**src/rtl/pipeline_hazard_ctrl.sv**
```systemverilog
// Pipeline sequencing controller for the 16-bit 5-stage core: load-use stalls,
// taken-branch flushes, memory waits with timeout, halt, and a stall counter.
module pipeline_hazard_ctrl #(
  parameter int REG_W       = 4,
  parameter int MEM_TIMEOUT = 16,
  parameter int CNT_W       = 16
) (
  input  logic             clk,
  input  logic             rst_n,
  input  logic [REG_W-1:0] ifid_rs1,
  input  logic [REG_W-1:0] ifid_rs2,
  input  logic             ifid_use_rs1,
  input  logic             ifid_use_rs2,
  input  logic             idex_mem_read,
  input  logic [REG_W-1:0] idex_rd,
  input  logic             branch_taken,
  input  logic             mem_req,
  input  logic             mem_ready,
  input  logic             halt_req,
  input  logic             perf_clr,
  output logic             pc_write,
  output logic             ifid_write,
  output logic             ifid_flush,
  output logic             idex_bubble,
  output logic             pipe_hold,
  output logic             halted,
  output logic             mem_timeout,
  output logic [CNT_W-1:0] stall_cycles
);

  typedef enum logic [1:0] {
    S_RUN      = 2'd0,
    S_MEM_WAIT = 2'd1,
    S_HALT     = 2'd2,
    S_TIMEOUT  = 2'd3
  } state_e;

  localparam logic [7:0] TIMEOUT_CNT = 8'(MEM_TIMEOUT);

  state_e           state_q, state_d;
  logic [7:0]       wait_cnt_q, wait_cnt_d;
  logic [CNT_W-1:0] stall_cycles_q, stall_cycles_d;

  logic load_use;
  logic mem_stall;
  logic run_decode;
  logic pc_we, ifid_we, flush, bubble, hold;

  assign load_use = idex_mem_read && (idex_rd != '0) &&
                    ((ifid_use_rs1 && (ifid_rs1 == idex_rd)) ||
                     (ifid_use_rs2 && (ifid_rs2 == idex_rd)));
  assign mem_stall = mem_req && !mem_ready;

  // NOTE: every signal written here gets a default first, so no path can leave
  // one unassigned and infer a latch.
  always_comb begin
    state_d    = state_q;
    wait_cnt_d = wait_cnt_q;
    pc_we      = 1'b0;
    ifid_we    = 1'b0;
    flush      = 1'b0;
    bubble     = 1'b0;
    hold       = 1'b0;
    run_decode = 1'b0;

    unique case (state_q)
      S_RUN: begin
        if (mem_stall) begin
          hold       = 1'b1;
          state_d    = S_MEM_WAIT;
          wait_cnt_d = 8'd1;
        end else begin
          run_decode = 1'b1;
        end
      end
      S_MEM_WAIT: begin
        if (mem_ready) begin
          // The exit cycle behaves as RUN, so a branch or load-use that waited
          // behind the memory access is acted on now.
          run_decode = 1'b1;
          wait_cnt_d = 8'd0;
        end else if (wait_cnt_q == TIMEOUT_CNT) begin
          hold    = 1'b1;
          state_d = S_TIMEOUT;
        end else begin
          hold       = 1'b1;
          wait_cnt_d = wait_cnt_q + 8'd1;
        end
      end
      S_HALT: begin
        // A pending memory access still freezes the back end; while frozen,
        // no bubble is injected.
        hold   = mem_stall;
        bubble = !mem_stall;
        if (!halt_req) state_d = S_RUN;
      end
      S_TIMEOUT: begin
        hold = 1'b1;
      end
      default: begin
        state_d = S_RUN;
      end
    endcase

    if (run_decode) begin
      state_d = S_RUN;
      if (branch_taken) begin
        pc_we  = 1'b1;
        flush  = 1'b1;
        bubble = 1'b1;
      end else if (halt_req) begin
        bubble  = 1'b1;
        state_d = S_HALT;
      end else if (load_use) begin
        bubble = 1'b1;
      end else begin
        pc_we   = 1'b1;
        ifid_we = 1'b1;
      end
    end
  end

  always_comb begin
    stall_cycles_d = stall_cycles_q;
    if (perf_clr) begin
      stall_cycles_d = '0;
    end else if (!pc_we && (stall_cycles_q != '1)) begin
      stall_cycles_d = stall_cycles_q + {{(CNT_W-1){1'b0}}, 1'b1};
    end
  end

  // NOTE: state registers use non-blocking assignments so every flop samples
  // the pre-edge value of its peers, independent of process ordering.
  always_ff @(posedge clk or negedge rst_n) begin
    if (!rst_n) begin
      state_q        <= S_RUN;
      wait_cnt_q     <= 8'd0;
      stall_cycles_q <= '0;
    end else begin
      state_q        <= state_d;
      wait_cnt_q     <= wait_cnt_d;
      stall_cycles_q <= stall_cycles_d;
    end
  end

  // Mealy outputs are forced low while reset is asserted.
  assign pc_write     = rst_n && pc_we;
  assign ifid_write   = rst_n && ifid_we;
  assign ifid_flush   = rst_n && flush;
  assign idex_bubble  = rst_n && bubble;
  assign pipe_hold    = rst_n && hold;
  assign halted       = rst_n && (state_q == S_HALT);
  assign mem_timeout  = rst_n && (state_q == S_TIMEOUT);
  assign stall_cycles = stall_cycles_q;

  a_hold_excludes_nop: assert property (@(posedge clk) disable iff (!rst_n)
    pipe_hold |-> (!ifid_flush && !idex_bubble));
  a_pc_excludes_hold: assert property (@(posedge clk) disable iff (!rst_n)
    pc_write |-> !pipe_hold);
  a_timeout_sticky: assert property (@(posedge clk) disable iff (!rst_n)
    mem_timeout |=> mem_timeout);

endmodule

```
**config.mk**
```make
export PLATFORM = sky130hd
export DESIGN_NAME = pipeline_hazard_ctrl
export DESIGN_NICKNAME = d
export VERILOG_FILES = /design/src/rtl/pipeline_hazard_ctrl.sv
export SDC_FILE = /design/constraint.sdc
export NUM_CORES = 1
export LEC_CHECK = 0
export ABC_AREA = 1
export CELL_PAD_IN_SITES_DETAIL_PLACEMENT = 1
export CELL_PAD_IN_SITES_GLOBAL_PLACEMENT = 2
export CORE_ASPECT_RATIO = 0.8
export CORE_MARGIN = 2
export CORE_UTILIZATION = 29
export DETAILED_ROUTE_END_ITERATION = 8
export PLACE_DENSITY_LB_ADDON = 0.1
export RECOVER_POWER = 25
export SLEW_MARGIN = 5
export SYNTH_ARGS = -nofsm -noshare
export SYNTH_HDL_FRONTEND = slang
export SYNTH_SLANG_ARGS = --single-unit
```
**constraint.sdc**
```tcl
create_clock -name clk -period 2.5 [get_ports clk]
set_input_delay 0.25 -clock clk [delete_from_list [all_inputs] [get_ports clk]]
set_output_delay 0.25 -clock clk [all_outputs]
set_load 0.05 [all_outputs]
```
Word-level counts from Yosys, hierarchy flattened
Index checks and enable logic that the tools add are counted.

Output and inout port bits: 23. Logic and storage cells: 75. Bits in registers: 26. Latch bits: 0. Input bits: 22. Memories kept: 0. RAM bits: 0. Bits in read-only memories: 0.

Divide/modulo/power cells: 0. Shifts and indexed selects: 0. Magnitude comparators: 0. Reduce and logical (&&, ||, !) cells: 24. Add/subtract/negate cells: 2. Equal/unequal tests: 13. Multipliers: 0. Muxes and demuxes: 33. Bitwise operators: 0.

Operator list (number): 16-bit 2-to-1 mux (2); 8-bit 2-to-1 mux (3); 1-bit 2-to-1 mux (17); 16-bit by 1-bit adder with 16-bit output, second input constant (1); 16-bit inequality test, second input constant (1); 8-bit one-hot mux with 2 select lines (1); 3-bit inequality test, second input constant (5); 2-bit 2-to-1 mux (7); 1-bit logical AND (13); 8-bit by 1-bit adder with 8-bit output, second input constant (1); 4-bit equality test (2); 8-bit by 5-bit equality test with 1-bit output, second input constant (1); 4-bit nonzero test (2); 2-bit one-hot mux with 3 select lines (1); 5-bit AND reduction (1); 2-bit equality test, second input constant (2); 1-bit one-hot mux with 4 select lines (1); 2-bit nonzero test (2); 1-bit logical NOT (3); 3-bit AND reduction (1); 2-bit by 1-bit equality test with 1-bit output, second input constant (1); 2-bit logical NOT (1); 2-bit inequality test, second input constant (1); 1-bit one-hot mux with 2 select lines (1); 1-bit logical OR (1).

Logic depth before layout (Yosys ltp)
Gate-level depths: netlist of the first run.

Depth after elaboration: 12. Mapped depth: 14. Gate-level depth less buffers: 13.

Least setup slack after synthesis of the first run
No wires, ideal clock.

Path kind: register -> output. Start point: register (tool-made name). End point: output idex_bubble. Path buffers: 0. Arrival: 2.217 ns. Required time: 2.250 ns. Stages on the path, launching flop included: 4. Setup slack: 0.033 ns. Cell sequence: dfrtp_1 > nor3_1 > nand2_1 > o21ai_0.

RTL lines: to (decl) (RTL line 24) `output logic idex_bubble,`.

Worst setup path in the final report of the first run
Start point: input mem_ready. End point: output idex_bubble.

Longest elaborated chain between the ends: 9.

Ends and longest elaborated chain: from (decl) (RTL line 18) `input logic mem_ready,`; 1-bit logical NOT (RTL line 52) `assign mem_stall = mem_req && !mem_ready;`; 1-bit logical AND (RTL line 52); 1-bit logical NOT (RTL line 94) `bubble = !mem_stall;`; 1-bit 2-to-1 mux (RTL line 66) `unique case (state_q)`; 1-bit 2-to-1 mux (RTL line 114) `end else if (load_use) begin`; 1-bit 2-to-1 mux (RTL line 111) `end else if (halt_req) begin`; 1-bit 2-to-1 mux (RTL line 107) `if (branch_taken) begin`; 1-bit 2-to-1 mux (*) (RTL line 105) `if (run_decode) begin`; 1-bit logical AND (*) (RTL line 150) `assign idex_bubble = rst_n && bubble;`.

Every way passes the cells marked *; elsewhere a longest branch is shown, timed or not.

==> flow_metrics.tcl, run 1 <==
set metrics [dict create \
    run_status "completed" \
    hold_path.class "primary input to async pin" \
    wl_met1_um 2910 \
    max_cap_viol_count 0 \
    hold_viol_final 0 \
    final_common_cell "nand2_1" \
    dp_slack_ps 184 \
    detail_route.first_pass.iterations 4 \
    design.core.area_sq_um 6340 \
    finalClockSkew_ps 3.94 \
    fin_tns_setup_ps 0 \
    dp_hpwl_um 4220 \
    tritoncts_num_sinks 26 \
    ant_nets 0 \
    die_footprint_sq_um 7200 \
    critical_path.endpoint_type "primary output" \
    portBuffers 44 \
    route.met3.wl_um 181 \
    rd_place_congestion 0.775 \
    r2r-start "stall_cycles[0]" \
    post_drt_wl_per_cell_um 13.5 \
    synth_async_reset_ratio_pct 100 \
    reg2reg_slack_ps 410 \
    grt_pass1_wl_um 9680 \
    fp.dieW_um 94.4 \
    clkTransAtPathRegs_ps 100 \
    cts_made_buffers 3 \
    critPathArrivalTime_ps 2060 \
    num-nets-final 351 \
    final_wl_um 5540 \
    power_leakage_nw 1.25 \
    std_cell_rows 26 \
    via_count_of_the_first_global_routing_pass 2047 \
    cts_buffer_depth 2 \
    clock_insertion_delay_worst_skew_ps 280 \
    seq_total_area_yosys_pct 34.3 \
    met2RoutedLength_um 2420 \
    multi_input_area_sq_um 1030 \
    die_height_um 76.3 \
    count_of_vias_placed_by_the_detailed_router 1933 \
    setup_viol_count_final 0 \
    h_tree_lvls 1 \
    drcViolationCount 0 \
    worst_r2r_endpoint "stall_cycles[13]" \
    syn_area_sq_um 1900 \
    synth-warning-count 0 \
    top_layer_used "met4" \
    antennaDiodeCount 0 \
    tritoncts "done" \
    layout_setup_ws_ps 192 \
    timing.setup.critical_path_class "primary input to primary output" \
    antenna_found_initial 0 \
    areaGrowthSynthToFinish_pct 36.2 \
    overflow 0 \
    initial_core_util_pct 29.9 \
    maxSlewHeadroom_pct 66.2 \
    fillers 800 \
    final.period_utilization_pct 92.3 \
    synthFlopType "dfrtp_1" \
    synth_fp_nets 304 \
    root_buffer "clkbuf_8" \
    via_per_inst 4.73 \
    crit_required_ps 2250 \
    cts_post_setup_buffers_inserted 0 \
    fmaxAchievable_mhz 433 \
    irDropWorstVdd_v 0.000354 \
    register_area_sq_um 651 \
    finalWorstPathRequiredPeriod_ps 2310 \
    synthesis.area_per_instance_sq_um 6.79 \
    power_density_over_cell_area_nw_per_um2 673 \
    yosysUniqueCellTypes 32 \
    synth_edf_count 0 \
    ctsHoldBuffers 0 \
    synth-seq-cells 26 \
    worst-path-max-fanout 5 \
    grt_max_degree 32 \
    final_cell_mix "64 x nand2_1, 37 x inv_1, 36 x nor2_1, 36 x clkdlybuf4s50_1, 26 x dfrtp_1" \
    global_route.usage.total_pct 16.5 \
    cell_count_of_the_worst_reg_to_reg_path 11 \
    cts.repair.resized 0 \
    worstMarginPinSlew_ps 505 \
    first_iter_violations 62 \
    ioPinCount 45 \
    rsz0062_at_grt "false" \
    number_of_pins_with_negative_max_slew_slack_in_the_final_report 0 \
    drive_above_1_share_pct 10.2 \
    worst_setup_path_start_kind "primary input" \
    synthCells 279 \
]
## power breakdown
group	switching [W]	internal [W]
Combinational	0.000530	0.000299
Clock	0.000150	0.000215
Sequential	0.0000661	0.000479
## cell families after synthesis
group,after synthesis,synth area share [%]
flops,26,34.3
xor+xnor,12,5.54
simple gates,162,40.1
compound gates,23,7.00
buf+inv,53,11.1
fa+ha+maj,3,1.98
## worst max-delay path: stages
cell	delay, ps
clkdlybuf4s50_1	520
inv_1	110
a21oi_1	220
nand2_1	70
o21ai_1	200
nand2_1	150
o21ai_0	340
buf_12	190
## sequential cells by signal, summed over array words and instances, names as in the netlist, named ones only
name,count
stall_cycles,16
wait_cnt_q,8
state_q,1
## stage by stage
step | cells | hold WS [ps] | utilization [%] | total power, W | instance area [sq um]
2_1_floorplan | 279 | -45.6 | - | 0.00105 | 1900
3_3_place_gp | 405 | 539 | 39.6 | 0.00139 | 2510
3_5_place_dp | 405 | 552 | 39.6 | 0.00140 | 2510
4_1_cts | 409 | 436 | 40.7 | 0.00176 | 2580
5_1_grt | 409 | 519 | 40.7 | 0.00187 | 2580
6_report | 409 | 500 | 40.7 | 0.00174 | 2580
## synth_stat cells (all sizes together), types with 4 or more instances
cell | number | area, sq um
nand2 | 67 | 264
xor2 | 10 | 87.6
nor3 | 7 | 46.3
buf | 5 | 30.0
o21ai | 11 | 55.1
nand3 | 27 | 153
nor2 | 39 | 159
nand4 | 21 | 131
dfrtp | 26 | 651
inv | 45 | 169
a21oi | 4 | 20.0
## layer usage
layer	global-route usage, %	up-vias
met5	0	-
met4	1.74	0
met1	24.0	911
met3	3.36	2
li1	-	993
met2	26.1	27
## worst max path at each step
| stage | start | endpoint | cells past startpoint |
|---|---|---|---|
| floorplan | register | idex_bubble | 3 |
| global placement | mem_ready | idex_bubble | 8 |
| detailed placement | mem_ready | idex_bubble | 8 |
| CTS | mem_ready | idex_bubble | 8 |
| global route | mem_ready | idex_bubble | 8 |
| finish | mem_ready | idex_bubble | 8 |
## layout make-up
| class | instances | share of cell area [%] |
|---|---|---|
| clock inverters | 1 | 1.16 |
| inverters | 46 | 6.69 |
| well taps | 84 | 4.07 |
| clock buffers | 3 | 1.60 |
| flip-flops and latches | 26 | 25.2 |
| multi-input cells | 200 | 40.1 |
| repair buffers | 49 | 21.2 |
Power figures use the tool's default switching activity.
==> run 2, diff against run 1 <==
--- a/config.mk
+++ b/config.mk
@@ -7,10 +7,10 @@
 export LEC_CHECK = 0
 export ABC_AREA = 1
 export CELL_PAD_IN_SITES_DETAIL_PLACEMENT = 1
-export CELL_PAD_IN_SITES_GLOBAL_PLACEMENT = 2
+export CELL_PAD_IN_SITES_GLOBAL_PLACEMENT = 1
 export CORE_ASPECT_RATIO = 0.8
 export CORE_MARGIN = 2
-export CORE_UTILIZATION = 29
+export CORE_UTILIZATION = 38
 export DETAILED_ROUTE_END_ITERATION = 8
 export PLACE_DENSITY_LB_ADDON = 0.1
 export RECOVER_POWER = 25
==> run 2 against run 1 <==
Against the previous run:
- setup slack got worse by 32 ps
- hold slack got worse by 44 ps
- global-route usage rose by 3.9 points
- final cell count fell by 5.9%
- non-clock buffer count rose by 1
- flip-flop and latch count did not move
- core utilization rose by 13 points
- routed wire length fell by 5.2%
- clock power fell by 33%
- fmax fell by 1.4%
- sequential power barely moved
- critical path type unchanged
- largest power group unchanged
- highest routed layer unchanged
==> flow_metrics.tcl, run 2 (synthesis gave the netlist of run 1 again) <==
set metrics [dict create \
    worstMarginPinSlew_ps 1230 \
    count_of_vias_placed_by_the_detailed_router 1941 \
    design.core.area_sq_um 4710 \
    power_frac_clock_pct 15.0 \
    fillers 623 \
    final.period_utilization_pct 93.6 \
    cell_count_of_the_worst_reg_to_reg_path 11 \
    largest_register_ff_count 16 \
    maxSlewHeadroom_pct 17.7 \
    final_cell_mix "64 x nand2_1, 37 x inv_1, 36 x nor2_1, 36 x clkdlybuf4s50_1, 26 x dfrtp_1" \
    power_frac_comb_pct 51.4 \
    hold_path.class "primary input to async pin" \
    number_of_pins_with_negative_max_slew_slack_in_the_final_report 0 \
    rd_place_congestion 0.776 \
    h_tree_lvls 1 \
    power_density_over_cell_area_nw_per_um2 643 \
    dp_slack_ps 187 \
    ant_nets 0 \
    fp.dieW_um 83.0 \
    timing.setup.critical_path_class "primary input to primary output" \
    num-nets-final 352 \
    overflow 0 \
    initial_core_util_pct 40.3 \
    die_footprint_sq_um 5570 \
    std_cell_rows 22 \
    finalWorstPathRequiredPeriod_ps 2340 \
    power_leakage_nw 1.23 \
    die_height_um 67.2 \
    cts_post_setup_buffers_inserted 0 \
    hold_viol_final 0 \
    fin_tns_setup_ps 0 \
    dp_hpwl_um 4170 \
    antennaDiodeCount 0 \
    seqPwrFrac_pct 33.6 \
    detail_route.first_pass.iterations 4 \
    fmaxAchievable_mhz 427 \
    critical_path.endpoint_type "primary output" \
    rsz0062_at_grt "false" \
    layout.cell_area.non_filler_sq_um 2520 \
    clkTransAtPathRegs_ps 90 \
    cts_made_buffers 3 \
    grt_max_degree 32 \
    first_iter_violations 44 \
    crit_required_ps 2250 \
    areaGrowthSynthToFinish_pct 33.1 \
    drcViolationCount 0 \
    layout_setup_ws_ps 160 \
    root_buffer "clkbuf_8" \
    setup_viol_count_final 0 \
    max_cap_viol_count 0 \
    via_per_inst 5.04 \
    post_dp_cell_area_sq_um 2490 \
    worst_setup_path_start_kind "primary input" \
    irDropWorstVdd_v 0.000474 \
    total_power_w 0.00162 \
    cts_buffer_depth 2 \
    tritoncts "done" \
    switching_share_pct 45.2 \
    clock_insertion_delay_worst_skew_ps 270 \
    worst-path-max-fanout 5 \
    switchingPower_w 0.000733 \
    critPathArrivalTime_ps 2090 \
    run_status "completed" \
    final_common_cell "nand2_1" \
    antenna_found_initial 0 \
    post_drt_wl_per_cell_um 13.6 \
    drive_above_1_share_pct 9.54 \
    finalClockSkew_ps 3.39 \
    global_route.usage.total_pct 20.4 \
    portBuffers 44 \
    final_wl_um 5250 \
    register_area_sq_um 651 \
    ioPinCount 45 \
    multi_input_area_sq_um 1030 \
    power.internal_w 0.000888 \
    tritoncts_num_sinks 26 \
    via_count_of_the_first_global_routing_pass 1975 \
    grt_pass1_wl_um 9200 \
]
-- run 2: cell count changes in the layout (fill, tap and decap cells not counted), sizes merged --
cell | before | now
buf | 12 | 11
bufinv | 1 | 0
clkbuf | 3 | 5
-- run 2: final timing paths --
check,start,slack [ps],endpoint
min,rst_n,460,wait_cnt_q[6]
min in group clk,wait_cnt_q[0],570,wait_cnt_q[0]
max,mem_ready,160,ifid_write
max reg2reg,stall_cycles[1],420,stall_cycles[11]
max in group asynchronous,rst_n,920,stall_cycles[15]
min reg2reg,wait_cnt_q[0],570,wait_cnt_q[0]
-- run 2: timing repair --
action,4_1_cts,5_1_grt
setup endpoints to repair,0,2
hold buffers,0,0
gates resized for setup,0,1
-- run 2: per-stage QoR --
step / utilization (%) / std cells / hold slack [ps]
finish: 53.6 / 385 / 456
global placement: 52.9 / 382 / 540
floorplan: - / 279 / -45.6
detailed placement: 52.9 / 382 / 558
global route: 53.6 / 385 / 461
CTS: 53.7 / 385 / 324
-- run 2: final cells by class --
class	instances	share of cell area, %
inverters	46	6.85
multi-input cells	200	41.0
well taps	60	2.98
repair buffers	50	21.7
flip-flops and latches	26	25.8
clock buffers	3	1.64
-- run 2: layer usage --
metal	global-route usage (%)	wire [um]	vias up
met5	0	0	-
met4	3.69	40	0
met3	3.30	153	4
met2	35.8	2360	30
met1	27.3	2700	912
li1	-	-	995
-- run 2: critical path, cell delays in order --
cell and delay [ps]:
clkdlybuf4s50_1 540, inv_1 120, a21oi_1 230, nand2_1 80, o21ai_1 200, nand2_1 160
nor3_1 330, buf_12 180
-- run 2: power by group through the flow --
stage	Sequential, W	Combinational (W)	Clock [W]
floorplan	0.000602	0.000449	0
global placement	0.000553	0.000823	0
detailed placement	0.000553	0.000841	0
CTS	0.000545	0.000844	0.000253
finish	0.000545	0.000833	0.000243
global route	0.000557	0.000911	0.000269
